**config.mk**
```make
export PLATFORM = sky130hd
export DESIGN_NAME = game_round_ctrl
export DESIGN_NICKNAME = d
export VERILOG_FILES = /design/src/rtl/game_round_ctrl_pkg.sv /design/src/rtl/game_round_ctrl_lfsr8.sv /design/src/rtl/game_round_ctrl.sv
export SDC_FILE = /design/constraint.sdc
export NUM_CORES = 1
export LEC_CHECK = 0
export BUFFER_PORTS_ARGS = -buffer_cell sky130_fd_sc_hd__buf_2
export CAP_MARGIN = 20
export CORE_ASPECT_RATIO = 0.8
export CORE_MARGIN = 2
export CORE_UTILIZATION = 54
export DETAILED_ROUTE_END_ITERATION = 6
export MAX_ROUTING_LAYER = met4
export PLACE_DENSITY_LB_ADDON = 0.08
export SLEW_MARGIN = 10
export SYNTH_ARGS = -nofsm -noshare
export SYNTH_HDL_FRONTEND = slang
export SYNTH_SLANG_ARGS = --single-unit
```
**constraint.sdc**
```tcl
create_clock -name clk -period 2 [get_ports clk]
set_input_delay 0.4 -clock clk [delete_from_list [all_inputs] [get_ports clk]]
set_output_delay 0.4 -clock clk [all_outputs]
set_load 0.01 [all_outputs]
```
**src/rtl/game_round_ctrl_pkg.sv**
```systemverilog
// Shared types and helpers for the switch-matching reaction game.
package game_round_ctrl_pkg;

    // Round sequencer states
    typedef enum logic [2:0] {
        ST_IDLE = 3'd0,
        ST_LOAD = 3'd1,
        ST_PLAY = 3'd2,
        ST_HIT  = 3'd3,
        ST_MISS = 3'd4,
        ST_DONE = 3'd5
    } round_state_e;

    // Galois feedback taps for the 8-bit target generator
    localparam logic [7:0] LFSR_MASK = 8'hB8;

    // One right shift of the Galois LFSR; a non-zero state never reaches zero
    function automatic logic [7:0] lfsr_next(input logic [7:0] cur);
        lfsr_next = (cur >> 1) ^ (cur[0] ? LFSR_MASK : 8'h00);
    endfunction

    // Seconds per round for a given difficulty mode
    function automatic logic [4:0] mode_seconds(
        input logic [1:0] m,
        input logic [4:0] t0,
        input logic [4:0] t1,
        input logic [4:0] t2,
        input logic [4:0] t3
    );
        case (m)
            2'd0:    mode_seconds = t0;
            2'd1:    mode_seconds = t1;
            2'd2:    mode_seconds = t2;
            2'd3:    mode_seconds = t3;
            default: mode_seconds = t0;
        endcase
    endfunction

endpackage

```
**src/rtl/game_round_ctrl_lfsr8.sv**
```systemverilog
// Free-running 8-bit Galois LFSR, reloaded with seed while reset is low.
module lfsr8
    import game_round_ctrl_pkg::*;
(
    input  logic       clk,
    input  logic       rst,
    input  logic [7:0] seed,
    output logic [7:0] q
);

    logic [7:0] q_r;

    // Shift once per clock; reload the seed during reset
    always_ff @(posedge clk) begin
        if (!rst) begin
            q_r <= seed;
        end else begin
            q_r <= lfsr_next(q_r);
        end
    end

    assign q = q_r;

endmodule

```
**src/rtl/game_round_ctrl.sv**
```systemverilog
// Sequences one game: mode latch, per-round target, countdown, scoring.
module game_round_ctrl
    import game_round_ctrl_pkg::*;
#(
    parameter int         ROUNDS    = 10,
    parameter logic [7:0] LFSR_SEED = 8'hA5,
    parameter int         T_MODE0   = 14,
    parameter int         T_MODE1   = 10,
    parameter int         T_MODE2   = 8,
    parameter int         T_MODE3   = 6
) (
    input  logic       clk,
    input  logic       rst,
    input  logic       start,
    input  logic [1:0] mod,
    input  logic       sec_tick,
    input  logic       submit,
    input  logic [7:0] sw,
    output logic [7:0] answer,
    output logic [4:0] time_left,
    output logic [3:0] score,
    output logic [3:0] round_num,
    output logic       hit,
    output logic       miss,
    output logic       game_over
);

    localparam logic [3:0] ROUNDS_C = 4'(ROUNDS);
    localparam logic [4:0] T0_C     = 5'(T_MODE0);
    localparam logic [4:0] T1_C     = 5'(T_MODE1);
    localparam logic [4:0] T2_C     = 5'(T_MODE2);
    localparam logic [4:0] T3_C     = 5'(T_MODE3);

    round_state_e state_r, state_s;
    logic       start_d_r;
    logic [1:0] mod_q_r, mod_q_s;
    logic [7:0] answer_r, answer_s;
    logic [4:0] time_left_r, time_left_s;
    logic [3:0] score_r, score_s;
    logic [3:0] round_num_r, round_num_s;
    logic       hit_r, hit_s;
    logic       miss_r, miss_s;
    logic       game_over_r, game_over_s;
    logic [7:0] lfsr_q_s;
    logic       start_rise_s;
    logic       last_round_s;
    logic [4:0] load_secs_s;
    logic [3:0] score_inc_s;

    lfsr8 u_lfsr (
        .clk  (clk),
        .rst  (rst),
        .seed (LFSR_SEED),
        .q    (lfsr_q_s)
    );

    assign start_rise_s = start & ~start_d_r;
    assign last_round_s = ((round_num_r + 4'd1) == ROUNDS_C);
    assign load_secs_s  = mode_seconds(mod_q_r, T0_C, T1_C, T2_C, T3_C);
    assign score_inc_s  = (score_r == 4'd15) ? 4'd15 : (score_r + 4'd1);

    // Next-state and next-output logic; abort (start low) overrides every active state
    always_comb begin
        state_s     = state_r;
        mod_q_s     = mod_q_r;
        answer_s    = answer_r;
        time_left_s = time_left_r;
        score_s     = score_r;
        round_num_s = round_num_r;
        hit_s       = 1'b0;
        miss_s      = 1'b0;
        game_over_s = game_over_r;

        if ((state_r != ST_IDLE) && !start) begin
            state_s     = ST_IDLE;
            answer_s    = 8'd0;
            time_left_s = 5'd0;
            game_over_s = 1'b0;
        end else begin
            case (state_r)
                ST_IDLE: begin
                    answer_s    = 8'd0;
                    time_left_s = 5'd0;
                    game_over_s = 1'b0;
                    if (start_rise_s) begin
                        mod_q_s     = mod;
                        score_s     = 4'd0;
                        round_num_s = 4'd0;
                        state_s     = ST_LOAD;
                    end else begin
                        state_s     = ST_IDLE;
                    end
                end
                ST_LOAD: begin
                    answer_s    = lfsr_q_s;
                    time_left_s = load_secs_s;
                    state_s     = ST_PLAY;
                end
                ST_PLAY: begin
                    // A correct entry wins over a tick arriving in the same cycle
                    if (submit && (sw == answer_r)) begin
                        hit_s   = 1'b1;
                        state_s = ST_HIT;
                    end else if (sec_tick) begin
                        if (time_left_r > 5'd1) begin
                            time_left_s = time_left_r - 5'd1;
                        end else begin
                            time_left_s = 5'd0;
                            miss_s      = 1'b1;
                            state_s     = ST_MISS;
                        end
                    end else begin
                        state_s = ST_PLAY;
                    end
                end
                ST_HIT, ST_MISS: begin
                    score_s     = (state_r == ST_HIT) ? score_inc_s : score_r;
                    round_num_s = round_num_r + 4'd1;
                    if (last_round_s) begin
                        state_s     = ST_DONE;
                        game_over_s = 1'b1;
                        answer_s    = 8'd0;
                        time_left_s = 5'd0;
                    end else begin
                        state_s     = ST_LOAD;
                    end
                end
                ST_DONE: begin
                    // Only a low start releases DONE (handled by the abort path)
                    state_s     = ST_DONE;
                    game_over_s = 1'b1;
                    answer_s    = 8'd0;
                    time_left_s = 5'd0;
                end
                default: begin
                    state_s     = ST_IDLE;
                    answer_s    = 8'd0;
                    time_left_s = 5'd0;
                    game_over_s = 1'b0;
                end
            endcase
        end
    end

    // State and output registers with synchronous active-low reset
    always_ff @(posedge clk) begin
        if (!rst) begin
            state_r     <= ST_IDLE;
            start_d_r   <= 1'b0;
            mod_q_r     <= 2'd0;
            answer_r    <= 8'd0;
            time_left_r <= 5'd0;
            score_r     <= 4'd0;
            round_num_r <= 4'd0;
            hit_r       <= 1'b0;
            miss_r      <= 1'b0;
            game_over_r <= 1'b0;
        end else begin
            state_r     <= state_s;
            start_d_r   <= start;
            mod_q_r     <= mod_q_s;
            answer_r    <= answer_s;
            time_left_r <= time_left_s;
            score_r     <= score_s;
            round_num_r <= round_num_s;
            hit_r       <= hit_s;
            miss_r      <= miss_s;
            game_over_r <= game_over_s;
        end
    end

    assign answer    = answer_r;
    assign time_left = time_left_r;
    assign score     = score_r;
    assign round_num = round_num_r;
    assign hit       = hit_r;
    assign miss      = miss_r;
    assign game_over = game_over_r;

endmodule
```
==> flow_metrics.tcl <==
set metrics [dict create \
    endpoint_kind "flip-flop" \
    timing.reg2reg.worst_path_depth 6 \
    antenna_found_initial 0 \
    yosysWarningCount 0 \
    die-height_um 57.9 \
    timing.hold.worst.class "input port to flip-flop" \
    p_leak_nw 0.955 \
    worst_hold_startpoint "mod[0]" \
    firstDrtPassIters 4 \
    io_port_bufs 38 \
    timing.rr.start "round_num[1]$_SDFFE_PN0P_" \
    worstMarginPinSlew_ns 0.585 \
    synth_area_leaders "sky130_fd_sc_hd__dfxtp_1 (39%), sky130_fd_sc_hd__xor2_1 (4.9%), sky130_fd_sc_hd__ha_1 (4.5%), sky130_fd_sc_hd__a21oi_1 (3.6%), sky130_fd_sc_hd__nand2_1 (3.4%)" \
    start_util_pct 57.0 \
    viasPerCell 5.51 \
    number_of_flip_flops_and_latches_in_the_synthesized_netlist 38 \
    clk_pin_slew_ns 0.07 \
    cts_hold_repair.buffers 0 \
    cp_data_required_time_ns 2.21 \
    syn_nets 241 \
    worst_clock_skew_ns 0.00501 \
    cts_buffers 5 \
    areaGrowthSynthToFinish_pct 15.0 \
    routed_wire_length_per_instance_um 13.1 \
    fp.dieArea_mm2 0.00414 \
    final_period_minus_worst_setup_slack_ns 1.69 \
    clk_path_buf_depth 2 \
    timing.rr.end "time_left[0]$_SDFFE_PP0P_" \
    grt_first_pass_wirelength_mm 6.60 \
    drv_slew 0 \
    ant_nets 0 \
    drt_iter0_markers 101 \
    critPathArrivalTime_ns 1.89 \
    antenna_cells_inserted 0 \
    die_width_um 71.4 \
    routabilityCongestion 0.866 \
    grt_max_degree 21 \
    first_global_vias 1522 \
    wirelength_mm 3.94 \
    seq_area_frac_synth_pct 38.8 \
    power.ir.vdd_worst_mv 0.478 \
    maxCapViolCount 0 \
    root_buffer "sky130_fd_sc_hd__clkbuf_8" \
    finalSetupViolCount 0 \
    clk_latency_ns 0.28 \
    dr_drc_count 0 \
    critical_path.endpoint "time_left[0]$_SDFFE_PP0P_" \
    p_per_area_mw_per_mm2 703 \
    fin_util_pct 65.5 \
    edff_count_synth 0 \
    dpl.hpwl_mm 2.99 \
    critPathLaunchType "flip-flop" \
    timing.critical_path.fanout_max 6 \
    route.vias.total 1658 \
    core_mm2 0.00345 \
    ctsResizeCount 0 \
    outcome "finished clean" \
    post_synthesis_instance_area_mm2 0.00196 \
    placed_area_mm2 0.00218 \
    top_level_ports 39 \
    path_class "flip-flop to flip-flop" \
    synth_flop_cell "sky130_fd_sc_hd__dfxtp_1" \
    fmax_mhz 593 \
    syn-instance-count 219 \
    critical_path.startpoint "round_num[1]$_SDFFE_PN0P_" \
    synth.distinct_cells 51 \
    cts_tree "done" \
    cts_sink_cnt 38 \
    slew_headroom_pct 60.8 \
    tns_ns 0 \
    synthArstFlopShare_pct 0 \
    setup.reg_to_reg.worst_slack_ns 0.31 \
    post-synth-top-area-fraction_pct 38.8 \
    cts.htree.levels 2 \
    syn_area_per_cell_um2 8.96 \
    post_cts_buffers 0 \
    grt.overflow.total 0 \
    final_net_count 281 \
    share_of_layout_cells_above_drive_strength_1_pct 25.5 \
    final_area_mm2 0.00226 \
    yosysTopAreaCell "sky130_fd_sc_hd__dfxtp_1" \
    placementRows 19 \
    holdWs_ns 0.379 \
    grtUsageTotal_pct 20.6 \
    unrepaired_setup_endpoints_after_global_routing "false" \
    nFillCells 314 \
    hold_violations 0 \
    min_period_over_period_pct 84.4 \
]
-- through the flow --
step	power, mW	instances	setup slack (ns)
floorplan	1.05	219	0.359
global route	1.66	301	0.0441
detailed placement	1.12	294	0.218
finish	1.59	301	0.313
global placement	1.12	294	0.240
CTS	1.60	301	0.294
-- report_power, final --
part	switching, mW	internal, mW	leakage (nW)
combinational	0.146	0.117	0.601
sequential	0.0435	0.795	0.310
clock	0.250	0.234	0.0438
-- metal layers --
| metal | vias up | global-route usage (%) | wire length (um) |
|---|---|---|---|
| li1 | 863 | - | - |
| met1 | 762 | 28.7 | 2100 |
| met2 | 28 | 30.7 | 1680 |
| met3 | 5 | 4.70 | 133 |
| met4 | 0 | 4.85 | 27 |
| met5 | - | - | 0 |
-- layout by cell type, fill, tap and decap left out, drive strengths merged, types with 2 or more instances in the layout --
| master | instances |
|---|---|
| nand2 | 18 |
| a31oi | 10 |
| nor2b | 5 |
| a21boi | 2 |
| nand3b | 2 |
| a22oi | 2 |
| a21oi | 14 |
| clkinv | 2 |
| buf | 41 |
| mux2i | 3 |
| a211oi | 8 |
| dfxtp | 38 |
| nor3b | 3 |
| and3 | 4 |
| nor2 | 9 |
| nand3 | 7 |
| xor2 | 11 |
| nand2b | 4 |
| o211ai | 2 |
| xnor2 | 2 |
| inv | 11 |
| nor3 | 10 |
| clkbuf | 5 |
| nand4 | 2 |
| o21a | 2 |
| ha | 7 |
| and2 | 9 |
| o21ai | 15 |
| o32a | 2 |
-- kinds of logic (layout without fill, tap and decap cells) --
| logic type | after synthesis | in the layout | share of synthesized area (%) |
|---|---|---|---|
| adders and majority gates | 7 | 7 | 4.46 |
| DFF | 38 | 38 | 38.8 |
| xor gates and xnor gates | 13 | 13 | 5.80 |
| and+or+nand+nor | 77 | 77 | 22.9 |
| AOI/OAI and AO/OA | 62 | 62 | 21.9 |
| buffers and inverters | 19 | 59 | 4.65 |
| muxes | 3 | 3 | 1.53 |
-- area by class of cell --
cell class              count  area (um^2)  share of cell area (%)
well taps                  42         52.6                    2.33
clock buffers               5         68.8                    3.05
inverters                  11         41.3                    1.83
flip-flops and latches     38          761                    33.7
multi-input cells         162         1110                    49.2
clock inverters             2         10.0                   0.443
repair buffers             41          213                    9.42
-- worst max-delay path, stage by stage (launching register included) --
cell and delay (ns):
sky130_fd_sc_hd__dfxtp_1 0.35, sky130_fd_sc_hd__ha_1 0.23, sky130_fd_sc_hd__and2_1 0.17, sky130_fd_sc_hd__a21oi_1 0.25, sky130_fd_sc_hd__o221ai_2 0.20, sky130_fd_sc_hd__and3_4 0.22, sky130_fd_sc_hd__a211oi_2 0.20
-- worst min-delay path by stage --
stage / to / slack, ns / cells past startpoint
finish: mod_q_r[0]$_SDFFE_PN0P_ / 0.38 / 3
CTS: mod_q_r[1]$_SDFFE_PN0P_ / 0.38 / 3
global placement: u_lfsr.q[2]$_SDFF_PN1_ / 0.43 / 1
detailed placement: u_lfsr.q[0]$_SDFF_PN1_ / 0.43 / 1
global route: mod_q_r[1]$_SDFFE_PN0P_ / 0.38 / 3
floorplan: u_lfsr.q[0]$_SDFF_PN1_ / 0.41 / 1
-- flip-flops by register name, indices dropped and copies added (netlist names), 2 cells and up --
register,flops
state_r,3
u_lfsr.q,8
mod_q_r,2
time_left,5
score,4
round_num,4
answer,8
-- cell usage after synthesis (all sizes together) (5+ instances only) --
library cell	n
ha	7
nor3	10
nor2b	5
nand3	7
inv	11
buf	5
nand2	18
a31oi	10
a21oi	14
o21ai	15
nor2	9
xor2	11
dfxtp	38
and2	9
a211oi	8
(Power assumes the default switching activity.)
